<file path="src/rtl/spi_master_tx_if.sv">
// spi_master_tx_if: host/SPI-link bundle for spi_master_tx.
// Host side: start, tx_data in; busy, done, rx_data out.
// SPI side: sclk, cs_n, mosi out; miso in.
// The master modport is the SPI master's view.
// The slave modport is the view of the host plus the remote SPI slave.
interface spi_master_tx_if #(
    parameter int DATASIZE = 128
);
    logic                start;
    logic [DATASIZE-1:0] tx_data;
    logic                busy;
    logic                done;
    logic [DATASIZE-1:0] rx_data;
    logic                sclk;
    logic                cs_n;
    logic                mosi;
    logic                miso;

    modport master (
        input  start, tx_data, miso,
        output busy, done, rx_data, sclk, cs_n, mosi
    );

    modport slave (
        output start, tx_data, miso,
        input  busy, done, rx_data, sclk, cs_n, mosi
    );
endinterface

</file>
<file path="src/rtl/spi_master_tx.sv">
// spi_master_tx: mode-0 SPI master that sends one DATASIZE-bit word MSB first and captures miso.
// Ports:
//   clk, rst    system clock; asynchronous active-high reset
//   bus.start   request a transfer (sampled in IDLE only)
//   bus.tx_data word captured on the accepting edge
//   bus.busy    high from acceptance until done
//   bus.done    one-cycle end-of-transfer pulse
//   bus.rx_data captured word, updated with done
//   bus.sclk    SPI clock, idle low
//   bus.cs_n    chip select, active low
//   bus.mosi    serial out
//   bus.miso    serial in
// Optional receive path: define SPI_MASTER_RX_EN. Without it miso is ignored and rx_data stays 0.
module spi_master_tx #(
    parameter int DATASIZE = 128,
    parameter int CLK_DIV  = 4
) (
    input logic             clk,
    input logic             rst,
    spi_master_tx_if.master bus
);
    localparam int CW = CLK_DIV > 1 ? $clog2(CLK_DIV) : 1;
    localparam int BW = $clog2(DATASIZE + 1);

    typedef enum logic [2:0] {IDLE, SETUP, HIGH, LOW, HOLD} state_t;

    state_t              state, state_n;
    logic [CW-1:0]       cnt, cnt_n;
    logic [BW-1:0]       bits, bits_n;
    logic [DATASIZE-1:0] tx, tx_n, rx_data, rx_data_n;
    logic                sclk, sclk_n, cs_n, cs_n_n, mosi, mosi_n;
    logic                busy, busy_n, done, done_n;
    logic                tick;
`ifdef SPI_MASTER_RX_EN
    logic [DATASIZE-1:0] rx, rx_n;
`else
    logic                unused_miso;
    assign unused_miso = bus.miso;
`endif

    assign tick = cnt == CW'(CLK_DIV - 1);

    // The last sclk low phase doubles as the cs_n trailing gap, so once all
    // bits are sent HIGH goes straight to HOLD and the transfer ends one
    // half-period after the last falling edge.
    always_comb begin
        state_n   = state;
        cnt_n     = (state == IDLE || tick) ? '0 : cnt + 1'b1;
        bits_n    = bits;
        tx_n      = tx;
        rx_data_n = rx_data;
        sclk_n    = sclk;
        cs_n_n    = cs_n;
        mosi_n    = mosi;
        busy_n    = busy;
        done_n    = 1'b0;
`ifdef SPI_MASTER_RX_EN
        rx_n      = rx;
`endif
        if (state == IDLE && bus.start) begin
            state_n = SETUP;
            tx_n    = bus.tx_data;
            mosi_n  = bus.tx_data[DATASIZE-1];
            cs_n_n  = 1'b0;
            busy_n  = 1'b1;
            bits_n  = '0;
        end else if (tick && (state == SETUP || state == LOW)) begin
            state_n = HIGH;
            sclk_n  = 1'b1;
            bits_n  = bits + 1'b1;
`ifdef SPI_MASTER_RX_EN
            rx_n    = {rx[DATASIZE-2:0], bus.miso};
`endif
        end else if (tick && state == HIGH) begin
            state_n = bits == BW'(DATASIZE) ? HOLD : LOW;
            sclk_n  = 1'b0;
            if (bits != BW'(DATASIZE)) begin
                tx_n   = tx << 1;
                mosi_n = tx[DATASIZE-2];
            end
        end else if (tick && state == HOLD) begin
            state_n = IDLE;
            cs_n_n  = 1'b1;
            mosi_n  = 1'b0;
            busy_n  = 1'b0;
            done_n  = 1'b1;
`ifdef SPI_MASTER_RX_EN
            rx_data_n = rx;
`endif
        end
    end

    always_ff @(posedge clk or posedge rst) begin
        if (rst) begin
            state   <= IDLE;
            cnt     <= '0;
            bits    <= '0;
            tx      <= '0;
            rx_data <= '0;
            sclk    <= 1'b0;
            cs_n    <= 1'b1;
            mosi    <= 1'b0;
            busy    <= 1'b0;
            done    <= 1'b0;
`ifdef SPI_MASTER_RX_EN
            rx      <= '0;
`endif
        end else begin
            state   <= state_n;
            cnt     <= cnt_n;
            bits    <= bits_n;
            tx      <= tx_n;
            rx_data <= rx_data_n;
            sclk    <= sclk_n;
            cs_n    <= cs_n_n;
            mosi    <= mosi_n;
            busy    <= busy_n;
            done    <= done_n;
`ifdef SPI_MASTER_RX_EN
            rx      <= rx_n;
`endif
        end
    end

    assign bus.busy    = busy;
    assign bus.done    = done;
    assign bus.rx_data = rx_data;
    assign bus.sclk    = sclk;
    assign bus.cs_n    = cs_n;
    assign bus.mosi    = mosi;
endmodule

</file>
<file path="src/flat_wrapper.sv">
// flat-port wrapper written by rule: the top's interface ports become plain ports
module spi_master_tx_flat 
#(
    parameter int DATASIZE = 128,
    parameter int CLK_DIV  = 4
)
  (clk, rst, bus_start, bus_tx_data, bus_miso, bus_busy, bus_done, bus_rx_data, bus_sclk, bus_cs_n, bus_mosi);
  spi_master_tx_if #(.DATASIZE(DATASIZE)) bus_i ();
  input logic clk;
  input logic rst;
  input wire logic [$bits(bus_i.start)-1:0] bus_start;
  input wire logic [$bits(bus_i.tx_data)-1:0] bus_tx_data;
  input wire logic [$bits(bus_i.miso)-1:0] bus_miso;
  output wire logic [$bits(bus_i.busy)-1:0] bus_busy;
  output wire logic [$bits(bus_i.done)-1:0] bus_done;
  output wire logic [$bits(bus_i.rx_data)-1:0] bus_rx_data;
  output wire logic [$bits(bus_i.sclk)-1:0] bus_sclk;
  output wire logic [$bits(bus_i.cs_n)-1:0] bus_cs_n;
  output wire logic [$bits(bus_i.mosi)-1:0] bus_mosi;
  assign bus_i.start = bus_start;
  assign bus_i.tx_data = bus_tx_data;
  assign bus_i.miso = bus_miso;
  assign bus_busy = bus_i.busy;
  assign bus_done = bus_i.done;
  assign bus_rx_data = bus_i.rx_data;
  assign bus_sclk = bus_i.sclk;
  assign bus_cs_n = bus_i.cs_n;
  assign bus_mosi = bus_i.mosi;
  spi_master_tx #(.DATASIZE(DATASIZE), .CLK_DIV(CLK_DIV)) u_core (.clk(clk), .rst(rst), .bus(bus_i));
endmodule
</file>
<file path="config.mk">
export PLATFORM = sky130hd
export DESIGN_NAME = spi_master_tx_flat
export DESIGN_NICKNAME = d
export VERILOG_FILES = /design/src/rtl/spi_master_tx_if.sv /design/src/rtl/spi_master_tx.sv /design/src/flat_wrapper.sv
export SDC_FILE = /design/constraint.sdc
export NUM_CORES = 1
export LEC_CHECK = 0
export CAP_MARGIN = 20
export CORE_ASPECT_RATIO = 0.7
export CORE_MARGIN = 2
export CORE_UTILIZATION = 46
export DETAILED_ROUTE_END_ITERATION = 12
export PLACE_DENSITY = 0.87
export SLEW_MARGIN = 20
export SYNTH_ARGS = -nofsm -noshare
export SYNTH_HDL_FRONTEND = slang
export SYNTH_SLANG_ARGS = --single-unit
</file>
<file path="constraint.sdc">
create_clock -name clk -period 6.7 [get_ports clk]
set_input_delay 2.01 -clock clk [delete_from_list [all_inputs] [get_ports clk]]
set_output_delay 2.01 -clock clk [all_outputs]
set_load 0.02 [all_outputs]
</file>
# [Yosys cells after proc, flatten, opt, wreduce, memory -nomap -nowiden]
# Cells that the tools add are included.
# Widths: inputs -> output; s select.
[classes] add_sub_neg=2 n_mul=0 div_mod_pow=0 n_lt_le_gt_ge=0 n_eq_ne=10 n_shift=0 muxes=30 n_bitwise=1 reduce_logical=18
[ops] operator="$mux 127" n=4
[ops] operator="$mux 1" n=18
[ops] operator="$mux 8" n=2
[ops] operator="$mux 3" n=5
[ops] operator="$reduce_bool 2->1" n=5
[ops] operator="$reduce_and 3->1" n=3
[ops] operator="$add 8x1->8 const B" n=1
[ops] operator="$eq 8x8->1 const B" n=1
[ops] operator="$ne 8x8->1 const B" n=1
[ops] operator="$eq 3x2->1 const B" n=2
[ops] operator="$logic_and 1x1->1" n=4
[ops] operator="$ne 2x1->1 const B" n=2
[ops] operator="$reduce_bool 4->1" n=1
[ops] operator="$eq 3x1->1 const B" n=1
[ops] operator="$eq 3x3->1 const B" n=1
[ops] operator="$logic_not 3->1" n=1
[ops] operator="$ne 3x2->1 const B" n=1
[ops] operator="$reduce_bool 3->1" n=1
[ops] operator="$add 2x1->2 const B" n=1
[ops] operator="$eq 2x2->1 const B" n=1
[ops] operator="$logic_or 1x1->1" n=2
[ops] operator="$mux 2" n=1
[ops] operator="$reduce_and 2->1" n=1
[ops] operator="$not 1->1" n=1
[totals] regBits=145 latchBits=0 ram_bits=0 rom_bits=0 output_inout_bits=133 elab_cells=70 memories=0

# [Depth between registers and ports, before layout]
# Gate-level depths: netlist of run 1.
[logic_depth] depth_word=6 depth_mapped=8

# [Worst setup path after synthesis of run 1]
# Ideal clock, no wire load.
[synth_path] path_kind="input to register" start="in bus_start" end="reg u_core.tx[69]" t_arrival_ns=2.786 required_time_ns=6.613 path_slack_ns=3.827 cell_stages=5 cell_sequence="nand2_1 -> buf_2 -> buf_1 -> nand2_1 -> o211ai_1"
[synth_via] elab_chain_len=3 elab_cells_between_ends=6
[synth_rtl] element="start: declaration" line_no="flat_wrapper.sv:11" text="input wire logic [$bits(bus_i.start)-1:0] bus_start;"
[synth_rtl] element="$logic_and 1x1->1 (*)" line_no="spi_master_tx.sv:60" text="if (state == IDLE && bus.start) begin"
[synth_rtl] element="$ne 2x1->1 (no line) or $reduce_bool 2->1 (tied branches)"
[synth_rtl] element="$reduce_and 3->1 (no line)"
[synth_rtl] element="end signal: assignment" line_no="spi_master_tx.sv:112" text="tx <= tx_n;"
[synth_rtl] element="end: declaration" line_no="spi_master_tx.sv:30" text="logic [DATASIZE-1:0] tx, tx_n, rx_data, rx_data_n;"
# Mark *: on every way between the ends. The rest lies on a longest branch, timed or not.
# A chain may end at the register's enable or synchronous reset.

# [Final worst setup path of run 1]
[layout_path] start="in bus_start" end="reg u_core.tx[41]"
# The elaborated chain is that of the path after synthesis.

==> reports/results.md, run 1 <==
• 0 — initial antenna violation count
• 0 — post-CTS repair timing setup buffer count
• 6 — reg2reg path depth
• 4.95 — via density per instance
• sky130_fd_sc_hd__dfrtp_1 — top cell type by total area after synthesis
• 13.1 um — routed length per placed instance
• sky130_fd_sc_hd__dfrtp_1 46%, sky130_fd_sc_hd__nand2_1 13%, sky130_fd_sc_hd__buf_4 12% — cell types with the largest area share after synthesis
• 31 — distinct cell type count after synthesis
• 0.588 — part of the cycle the worst path needs
• 0.0422 — fraction of layout cells with a size suffix above 1
• 2 — Max Buffers Root-to-Sink
• 8.58 sq um — mean instance size in the synthesized netlist
• 0 — number of resized instances in the post-cts repair step
• 26.4 mm — wire length of the first global-routing pass
• 0.476 — starting density of the core
• 0 ns — Post-Route Setup TNS
• u_core.cnt[0]$_DFF_PP0_ — RR Startpoint
• 1.00 — proportion of synthesized flip-flops having asynchronous set or reset
• 7.02 ns — required arrival time at the worst endpoint
• 1244 — final standard cell count with taps included and fillers excluded
• 5223 — number of global-route vias before repair
• 16500 sq um — area of the core region
• 254 MHz — highest attainable clock frequency
• complete, no violations — run status
• 6159 — via count
• 10.2 mm — dpl hpwl
• 0.461 — sequential area share after synthesis
• 39 — Row Count
• 0 — Detail Route Antenna Nets
• 9490 sq um — final non-filler cell area
• bus_start — startpoint of the most critical setup path
• 4.26 ns — arrival time at the worst endpoint
• 3.94 ns — shortest period the worst path allows
• 114 um — die height
• sky130_fd_sc_hd__dfrtp_1 — predominant post-synthesis flop cell
• 0.176 — global-route usage over all layers
• 0 — max_cap viols
• 0.06 ns — Reg clk slew, reported paths
• 0 — total gr overflow
• 0.273 — worst slew margin relative to its limit
• 1.09 ns — Worst Tran Pin Value
• sky130_fd_sc_hd__nand2_1 — most common cell after layout, fill and taps aside
• 160 um — Die X-Extent
• flop — Worst Setup End Kind
• 0 — antenna cell count
• 0 — count of hold buffers inserted by post-cts repair
• 17 — total clock buffers created by CTS
• 0 — count of flip-flops with a built-in enable after synthesis
• 18200 sq um — area of the die
• 0.41 ns — Clock Latency Late Sink
• 7880 sq um — combined area of all synthesized cells
• input pin — kind of start point of the critical path
• 145 — clock sinks
• 227 nW/um^2 — power per cell area
• flop to flop — type of the worst min-delay path
• u_core.tx[41]$_DFFE_PP0P_ — capture point of the worst path
• 0.457 — area share of the largest cell type after synthesis
• 5 — first drt pass iteration count
• 4 — Max H-tree Level
• 266 x sky130_fd_sc_hd__nand2_1, 144 x sky130_fd_sc_hd__dfrtp_1, 135 x sky130_fd_sc_hd__clkdlybuf4s50_1, 132 x sky130_fd_sc_hd__nand3_1, 128 x sky130_fd_sc_hd__conb_1 — commonest cells after routing, fill and taps aside
• 0.141 mV — Max VDD drop
• u_core.tx[63]$_DFFE_PP0P_ — worst reg2reg path endpoint
• 3.74 ns — flop2flop setup slack
• 0.75 ns — largest incremental delay on the critical path
• input pin to flop — WS Path Type
• 0.00862 ns — worst clock skew on the final layout
• 135 — Port-buffer cells
• 2.16 mW — PnR Total Power
• 1141 — layout net count
• 83 — Worst Path Max Fanout
• 145 — flip-flop and latch count after synthesis
• false — unrepaired setup endpoints after global routing
• clkdlybuf4s50_1, and2_4, buf_4, nand2_1, o211ai_1 — cells along the critical path
• sky130_fd_sc_hd__and2_4 — cell with the biggest individual delay on the critical path
• built — CTS tree
• 8760 sq um — Area after DPL
• 3.87 nW — Leak
• 0 — number of pins exceeding their max-slew limit in the final report
• 0.785 — RePlAce Congestion
• 0 — DRC violation count after routing
• 16.3 mm — routed wire length
• sky130_fd_sc_hd__clkbuf_16 — CTS Root Cell
• 0 — number of setup violations in the final report
• 265 — count of boundary I/O pins
• 145 — pin count of the biggest net entering global routing
• 513 — Initial DRC Count
• 1211 — cell count after placement
• 0 — count of endpoints failing hold in the final timing report
• 919 — cell count after synthesis
• 20.4% — Area Growth Syn to Fin
• 0 — count of yosys warnings during synthesis
==> kinds of logic after synthesis <==
family	Yosys count	share of synthesized area
and+or+nand+nor	423	0.231
buffers and inverters	205	0.167
DFF	145	0.461
AOI/OAI and AO/OA	135	0.129
xor gates and xnor gates	5	0.00556
adders and majority gates	3	0.00476
muxes	2	0.00254
other	1	0.000476
==> worst max-delay path: cells and delay by family <==
family          cells  cell delay (ns)
compound gates      1             0.11
buf+inv             2             1.18
simple gates        2             0.91
==> flip-flops by register name, indices dropped and copies added, names as in the netlist <==
signal and count:
u_core.tx 127, u_core.bits 8, u_core.state 3, u_core.cnt 2
u_core.bus.busy 1, u_core.bus.cs_n 1, u_core.bus.done 1, u_core.bus.mosi 1
u_core.bus.sclk 1
==> cell type report <==
type                    instances  area, sq um
flip-flops and latches        145         3630
repair buffers                141         1430
clock buffers                  19          433
fillers                      1431         7060
multi-input cells             696         3430
well taps                     225          282
inverters                       5         23.8
clock inverters                13          256
==> metal layers <==
metal  track usage  wire, um  vias to the layer above
li1              -         -                     3042
met1         0.272      7900                     2916
met2         0.247      7320                      192
met3        0.0407       960                        9
met4        0.0468        72                        0
met5             0         0                        -
==> cells in the mapped netlist (3+ instances only) <==
library cell	count
sky130_fd_sc_hd__buf_2	37
sky130_fd_sc_hd__nor3_1	3
sky130_fd_sc_hd__nand2_1	267
sky130_fd_sc_hd__inv_1	5
sky130_fd_sc_hd__ha_1	3
sky130_fd_sc_hd__xor2_1	3
sky130_fd_sc_hd__dfrtp_1	144
sky130_fd_sc_hd__o211ai_1	127
sky130_fd_sc_hd__buf_4	131
sky130_fd_sc_hd__o21ai_0	4
sky130_fd_sc_hd__buf_1	10
sky130_fd_sc_hd__nor2_1	9
sky130_fd_sc_hd__clkbuf_1	21
sky130_fd_sc_hd__nand3_1	132
==> stage by stage <==
| step | utilization | worst slack, ns | hold WS, ns |
|---|---|---|---|
| floorplan | - | 0.797 | 0.415 |
| global placement | 0.530 | 2.41 | 0.429 |
| detailed placement | 0.530 | 2.38 | 0.442 |
| CTS | 0.571 | 2.80 | 0.455 |
| global route | 0.573 | 2.57 | 0.462 |
| finish | 0.573 | 2.76 | 0.456 |
==> report_power, final <==
| part | switching (mW) | leakage, nW | internal [mW] |
|---|---|---|---|
| registers | 0 | 1.99 | 0.876 |
| clock network | 0.379 | 0.328 | 0.739 |
| logic | 0.0943 | 1.54 | 0.0689 |
| total | 0.473 | 3.87 | 1.68 |
==> how the worst min path moves through the flow <==
stage	startpoint	endpoint	slack, ns	cells past startpoint
global route	u_core.cnt[0]$_DFF_PP0_	u_core.cnt[0]$_DFF_PP0_	0.46	1
detailed placement	u_core.cnt[0]$_DFF_PP0_	u_core.cnt[0]$_DFF_PP0_	0.44	1
finish	u_core.cnt[0]$_DFF_PP0_	u_core.cnt[0]$_DFF_PP0_	0.46	1
global placement	u_core.cnt[0]$_DFF_PP0_	u_core.cnt[0]$_DFF_PP0_	0.43	1
floorplan	u_core.cnt[0]$_DFF_PP0_	u_core.cnt[0]$_DFF_PP0_	0.41	1
CTS	u_core.cnt[0]$_DFF_PP0_	u_core.cnt[0]$_DFF_PP0_	0.46	1
Note: power is estimated with default switching activity, not from simulation.
==> run 2, diff against run 1 <==
--- a/config.mk
+++ b/config.mk
@@ -8,9 +8,9 @@
 export CAP_MARGIN = 20
 export CORE_ASPECT_RATIO = 0.7
 export CORE_MARGIN = 2
-export CORE_UTILIZATION = 46
+export CORE_UTILIZATION = 42
 export DETAILED_ROUTE_END_ITERATION = 12
-export PLACE_DENSITY = 0.87
+export PLACE_DENSITY = 0.84
 export SLEW_MARGIN = 20
 export SYNTH_ARGS = -nofsm -noshare
 export SYNTH_HDL_FRONTEND = slang
==> constraint.sdc (replaced) <==
create_clock -name clk -period 3.24 [get_ports clk]
set_input_delay 0.972 -clock clk [delete_from_list [all_inputs] [get_ports clk]]
set_output_delay 0.972 -clock clk [all_outputs]
set_load 0.02 [all_outputs]
==> run 2 against run 1 <==
Count of clock-buffer cells in the layout rose by 2. Wire length rose by 2.6%. Register-to-register slack got worse by 2.6 ns. Largest power group unchanged. Highest routed layer unchanged.
==> reports/results.md, run 2 (synthesis gave the netlist of run 1 again) <==
• 3.91 nW — Leak, was 3.87 nW
• sky130_fd_sc_hd__clkbuf_16 — CTS Root Cell, unchanged
• 4 — Max H-tree Level, unchanged
• flop — kind of start point of the critical path, was input pin
• 19900 sq um — area of the die, was 18200 sq um
• 2.27 ns — required arrival time at the worst endpoint, was 7.02 ns
• buffers and inverters — kind of cell adding the most delay to the critical path, unchanged
• 100 — pin count of the biggest net entering global routing, was 145
• 119 um — die height, was 114 um
• 0.433 — starting density of the core, was 0.476
• sky130_fd_sc_hd__nand2_1 — most common cell after layout, fill and taps aside, unchanged
• 0.0133 ns — worst clock skew on the final layout, was 0.00862 ns
• 958 uW — reported net switching power, was 473 uW
• 3420 sq um — area of the multi-input gates, was 3430 sq um
• 2.50 ns — shortest period the worst path allows
• u_core.tx — largest register by flop count, unchanged
• 135 — Port-buffer cells, unchanged
• 0 — DRC violation count after routing, unchanged
• 13.2 um — routed length per placed instance, was 13.1 um
• 266 x sky130_fd_sc_hd__nand2_1, 144 x sky130_fd_sc_hd__dfrtp_1, 135 x sky130_fd_sc_hd__clkdlybuf4s50_1, 132 x sky130_fd_sc_hd__nand3_1, 128 x sky130_fd_sc_hd__conb_1 — commonest cells after routing, fill and taps aside, unchanged
• 3.33 mW — Internal Power, was 1.68 mW
• 265 — count of boundary I/O pins, unchanged
• 0 — max_cap viols, unchanged
• 1645 — number of inserted filler cells in the final layout, was 1431
• 0 — total gr overflow, unchanged
• false — unrepaired setup endpoints after global routing, unchanged
• 2 — Max Buffers Root-to-Sink, unchanged
• 5443 — number of global-route vias before repair, was 5223
• 21.8% — Area Growth Syn to Fin, was 20.4%
• clkdlybuf4s50_1 — cells along the critical path, was clkdlybuf4s50_1, and2_4, buf_4, nand2_1, o211ai_1
• 1 — sum of buffers and inverters on the critical path, was 2
• 1.53 ns — arrival time at the worst endpoint, was 4.26 ns
• built — CTS tree, unchanged
• 0 — count of endpoints failing hold in the final timing report, unchanged
• 2 — Worst Path Max Fanout, was 83
• 16.7 mm — routed wire length, was 16.3 mm
• 0.06 ns — Reg clk slew, reported paths, about the same
• 518 — Initial DRC Count, was 513
• 0 — number of pins exceeding their max-slew limit in the final report, unchanged
• 41 — Row Count, was 39
• 17 — total clock buffers created by CTS, unchanged
• 0.223 — fraction of power spent switching nets, was 0.219
• 0 — post-CTS repair timing setup buffer count, unchanged
• flop to primary output — WS Path Type, was input pin to flop
• 0 ns — Post-Route Setup TNS, unchanged
• 0.770 — RePlAce Congestion, was 0.785
• 0.272 mV — Max VDD drop, was 0.141 mV
• 18200 sq um — area of the core region, was 16500 sq um
• 0 — number of resized instances in the post-cts repair step, unchanged
• 400 MHz — highest attainable clock frequency
• 0 — initial antenna violation count, unchanged
• 0.422 — register share of total power, was 0.406
• 0.0507 — fraction of layout cells with a size suffix above 1, was 0.0422
• 0 — number of setup violations in the final report, unchanged
• 0.167 — global-route usage over all layers, was 0.176
• flop to flop — type of the worst min-delay path, unchanged
• 4 — first drt pass iteration count, was 5
• u_core.tx: 127 flops, u_core.bits: 8 flops, u_core.state: 3 flops — registers with the most flip-flops, unchanged
• 1148 — layout net count, was 1141
• 0 — Detail Route Antenna Nets, unchanged
• 0.772 — part of the cycle the worst path needs
• 168 um — Die X-Extent, was 160 um
• 4.85 — via density per instance, was 4.95
• 11.3 mm — dpl hpwl, was 10.2 mm
• 0.734 ns — Place WS, was 2.38 ns
• 0.078 — proportion of power drawn by combinational gates, was 0.076
• primary output — Worst Setup End Kind, was flop
• complete, no violations — run status, unchanged
• 0.41 ns — Clock Latency Late Sink, about the same
• sky130_fd_sc_hd__clkdlybuf4s50_1 — cell with the biggest individual delay on the critical path, was sky130_fd_sc_hd__and2_4
• 0.738 ns — worst path setup slack after routing, was 2.76 ns
• 27.2 mm — wire length of the first global-routing pass, was 26.4 mm
• 0.500 — relative contribution of the clock network to total power, was 0.518
• 6123 — via count, was 6159
• 127 — max FFs per register, unchanged
• 0 — antenna cell count, unchanged
• 0 — count of hold buffers inserted by post-cts repair, unchanged
• 447 nW/um^2 — power per cell area, was 227 nW/um^2
• 0.59 ns — largest incremental delay on the critical path, was 0.75 ns
• 145 — clock sinks, unchanged
• 3630 sq um — sequential cell area in the final layout, unchanged
## run 2: layout make-up
class / instances / area share
well taps: 236 / 0.0308
inverters: 5 / 0.00235
repair buffers: 148 / 0.164
multi-input cells: 696 / 0.357
clock inverters: 11 / 0.0181
clock buffers: 21 / 0.0501
flip-flops and latches: 145 / 0.378
## run 2: stage by stage
stage          utilization  cells  cell area, sq um  hold slack [ns]  power [mW]
6_report             0.527   1262              9600            0.447        4.29
5_1_grt              0.527   1262              9600            0.458        4.45
4_1_cts              0.527   1262              9600            0.451        4.34
3_5_place_dp         0.491   1230              8940            0.439        2.18
3_3_place_gp         0.491   1230              8940            0.429        2.18
2_1_floorplan            -   1046              8360            0.415        2.12
## run 2: worst paths after layout
| kind | startpoint | to | slack [ns] | cells past startpoint |
|---|---|---|---|---|
| max | u_core.bus.cs_n$_DFFE_PP1P_ | bus_cs_n | 0.74 | 1 |
| min | u_core.cnt[0]$_DFF_PP0_ | u_core.cnt[0]$_DFF_PP0_ | 0.45 | 1 |
| max reg2reg | u_core.bits[0]$_DFFE_PP0P_ | u_core.tx[82]$_DFFE_PP0P_ | 1.13 | 7 |
| min reg2reg | u_core.cnt[0]$_DFF_PP0_ | u_core.cnt[0]$_DFF_PP0_ | 0.45 | 1 |
| max in group asynchronous | rst | u_core.bus.cs_n$_DFFE_PP1P_ | 1.79 | 3 |
| min in group asynchronous | rst | u_core.tx[90]$_DFFE_PP0P_ | 1.03 | 3 |
## run 2: power by group through the flow
stage          Combinational [mW]  Clock [mW]  Sequential, mW
3_3_place_gp                0.333           0            1.84
4_1_cts                     0.335        2.20            1.81
2_1_floorplan               0.276           0            1.84
3_5_place_dp                0.332           0            1.84
5_1_grt                     0.359        2.28            1.81
6_report                    0.335        2.14            1.81
## run 2: layer usage
metal  up-vias  wire, um  track usage
li1       3045         -            -
met1      2924      8010        0.240
met2       148      7810        0.252
met3         6       810       0.0459
met4         0        45       0.0359
met5         -         0            0
==> run 3, diff against run 2 <==
--- a/config.mk
+++ b/config.mk
@@ -8,9 +8,9 @@
 export CAP_MARGIN = 20
 export CORE_ASPECT_RATIO = 0.7
 export CORE_MARGIN = 2
-export CORE_UTILIZATION = 42
+export CORE_UTILIZATION = 46
 export DETAILED_ROUTE_END_ITERATION = 12
-export PLACE_DENSITY = 0.84
+export PLACE_DENSITY = 0.87
 export SLEW_MARGIN = 20
 export SYNTH_ARGS = -nofsm -noshare
 export SYNTH_HDL_FRONTEND = slang
==> constraint.sdc (replaced) <==
create_clock -name clk -period 2.4 [get_ports clk]
set_input_delay 0.72 -clock clk [delete_from_list [all_inputs] [get_ports clk]]
set_output_delay 0.72 -clock clk [all_outputs]
set_load 0.02 [all_outputs]
==> run 3 against run 2 <==
Non-clock buffer count is 9 higher. Sequential share of layout area is 0.44 points lower. Design area is 1.2% higher. Highest routed layer unchanged. Worst setup slack lost 0.58 ns. Sequential power up 35%. Flip-flop and latch count unchanged. Via count is 2.1% higher.
==> reports/results.md, run 3 (synthesis gave the netlist of run 1 again) <==
• 0 — initial antenna violation count, unchanged
• 0 ns — Post-Route Setup TNS, unchanged
• 0 — max_cap viols, unchanged
• flop to flop — type of the worst min-delay path, unchanged
• 0 — DRC violation count after routing, unchanged
• 0.476 — starting density of the core, was 0.433
• 39 — Row Count, was 41
• 6 — first drt pass iteration count, was 4
• 23.2% — Area Growth Syn to Fin, was 21.8%
• 3420 sq um — area of the multi-input gates, unchanged
• 266 x sky130_fd_sc_hd__nand2_1, 144 x sky130_fd_sc_hd__dfrtp_1, 135 x sky130_fd_sc_hd__clkdlybuf4s50_1, 132 x sky130_fd_sc_hd__nand3_1, 128 x sky130_fd_sc_hd__conb_1 — commonest cells after routing, fill and taps aside, unchanged
• 13.3 um — routed length per placed instance, was 13.2 um
• 0 — antenna cell count, unchanged
• 0.515 ns — Worst Tran Pin Value
• 1.31 mW — reported net switching power, was 958 uW
• 1260 — final standard cell count with taps included and fillers excluded, was 1262
• 0.780 — RePlAce Congestion, was 0.770
• 0.166 ns — Place WS, was 0.734 ns
• 3630 sq um — sequential cell area in the final layout, unchanged
• sky130_fd_sc_hd__clkbuf_16 — CTS Root Cell, unchanged
• 0 — number of setup violations in the final report, unchanged
• 0 — count of hold buffers inserted by post-cts repair, unchanged
• 5645 — number of global-route vias before repair, was 5443
• false — unrepaired setup endpoints after global routing, unchanged
• 579 — Initial DRC Count, was 518
• 135 — Port-buffer cells, unchanged
• sky130_fd_sc_hd__clkdlybuf4s50_1 — cell with the biggest individual delay on the critical path, unchanged
• 0.0105 ns — worst clock skew on the final layout, was 0.0133 ns
• 0.0570 — fraction of layout cells with a size suffix above 1, was 0.0507
• clkdlybuf4s50_1 — cells along the critical path, unchanged
• 160 um — Die X-Extent, was 168 um
• 0.076 — proportion of power drawn by combinational gates, was 0.078
• 0 — count of endpoints failing hold in the final timing report, unchanged
• 2 — Max Buffers Root-to-Sink, unchanged
• 0 — total gr overflow, unchanged
• 0.59 ns — largest incremental delay on the critical path, about the same
• 1373 — number of inserted filler cells in the final layout, was 1645
• 0.155 ns — worst path setup slack after routing, was 0.738 ns
• 1 — sum of buffers and inverters on the critical path, unchanged
• flop to primary output — WS Path Type, unchanged
• 16500 sq um — area of the core region, was 18200 sq um
• 1.52 ns — arrival time at the worst endpoint, was 1.53 ns
• 0.42 ns — Clock Latency Late Sink, was 0.41 ns
• 619 nW/um^2 — power per cell area, was 447 nW/um^2
• complete, no violations — run status, unchanged
• 0 — number of pins exceeding their max-slew limit in the final report, unchanged
• buffers and inverters — kind of cell adding the most delay to the critical path, unchanged
• 11.1 mm — dpl hpwl, was 11.3 mm
• 0 — post-CTS repair timing setup buffer count, unchanged
• 0.217 — fraction of power spent switching nets, was 0.223
• 27.4 mm — wire length of the first global-routing pass, was 27.2 mm
• 145 — clock sinks, unchanged
• 0.420 mV — Max VDD drop, was 0.272 mV
• 0.517 — relative contribution of the clock network to total power, was 0.500
• 0.587 — utilization after layout, was 0.527
• 0.657 — worst slew margin relative to its limit
• 6250 — via count, was 6123
• 3.98 nW — Leak, was 3.91 nW
• 18200 sq um — area of the die, was 19900 sq um
• 0.184 — global-route usage over all layers, was 0.167
• u_core.tx: 127 flops, u_core.bits: 8 flops, u_core.state: 3 flops — registers with the most flip-flops, unchanged
• 4.70 mW — Internal Power, was 3.33 mW
• 1228 — cell count after placement, was 1230
• 0.407 — register share of total power, was 0.422
• 127 — max FFs per register, unchanged
• 4.96 — via density per instance, was 4.85
• 2 — Worst Path Max Fanout, unchanged
• 0.935 — part of the cycle the worst path needs
• 1157 — layout net count, was 1148
• 9020 sq um — Area after DPL, was 8940 sq um
• sky130_fd_sc_hd__nand2_1 — most common cell after layout, fill and taps aside, unchanged
• u_core.tx — largest register by flop count, unchanged
• 17 — total clock buffers created by CTS, unchanged
• 130 — pin count of the biggest net entering global routing, was 100
• 446 MHz — highest attainable clock frequency
• 0 — Detail Route Antenna Nets, unchanged
• built — CTS tree, unchanged
• 265 — count of boundary I/O pins, unchanged
• 4 — Max H-tree Level, unchanged
• primary output — Worst Setup End Kind, unchanged
• 0 — number of resized instances in the post-cts repair step, unchanged
• 114 um — die height, was 119 um
• 0.06 ns — Reg clk slew, reported paths, about the same
• flop — kind of start point of the critical path, unchanged
• 1.68 ns — required arrival time at the worst endpoint, was 2.27 ns
• 16.8 mm — routed wire length, was 16.7 mm
• 9710 sq um — final non-filler cell area, was 9600 sq um
• 2.24 ns — shortest period the worst path allows
==> run 3: per-stage QoR <==
stage                     total power [mW]  hold WS (ns)
after CTS                             6.05         0.447
after global routing                  6.21         0.472
after global placement                2.94         0.429
after floorplan                       2.86         0.415
final                                 6.01         0.439
after detailed placement              2.94         0.438
==> run 3: worst paths after layout <==
path	start	endpoint	slack (ns)	depth (start not counted)
max in group asynchronous	rst	u_core.bus.cs_n$_DFFE_PP1P_	1.09	3
max	u_core.bus.cs_n$_DFFE_PP1P_	bus_cs_n	0.16	1
min reg2reg	u_core.cnt[0]$_DFF_PP0_	u_core.cnt[0]$_DFF_PP0_	0.44	1
max reg2reg	u_core.cnt[0]$_DFF_PP0_	u_core.tx[61]$_DFFE_PP0P_	0.33	6
min in group asynchronous	rst	u_core.tx[99]$_DFFE_PP0P_	0.66	2
min	u_core.cnt[0]$_DFF_PP0_	u_core.cnt[0]$_DFF_PP0_	0.44	1
==> run 3: layout make-up <==
| cell class | count | share of cell area |
|---|---|---|
| multi-input cells | 696 | 0.352 |
| well taps | 225 | 0.0290 |
| clock inverters | 13 | 0.0264 |
| inverters | 5 | 0.00232 |
| repair buffers | 157 | 0.172 |
| clock buffers | 19 | 0.0446 |
| flip-flops and latches | 145 | 0.374 |
==> run 3: power by group through the flow <==
stage               logic [mW]  registers [mW]  clock network [mW]
finish                   0.460            2.44                3.10
global route             0.494            2.44                3.27
CTS                      0.458            2.44                3.15
detailed placement       0.455            2.49                   0
global placement         0.456            2.49                   0
floorplan                0.372            2.49                   0
==> run 3: per-layer routing <==
layer	global-route usage	vias to the layer above	routed length, um
met2	0.274	205	7650
met5	0	-	0
met4	0.0438	0	151
met1	0.273	2959	8010
li1	-	3068	-
met3	0.0433	18	981
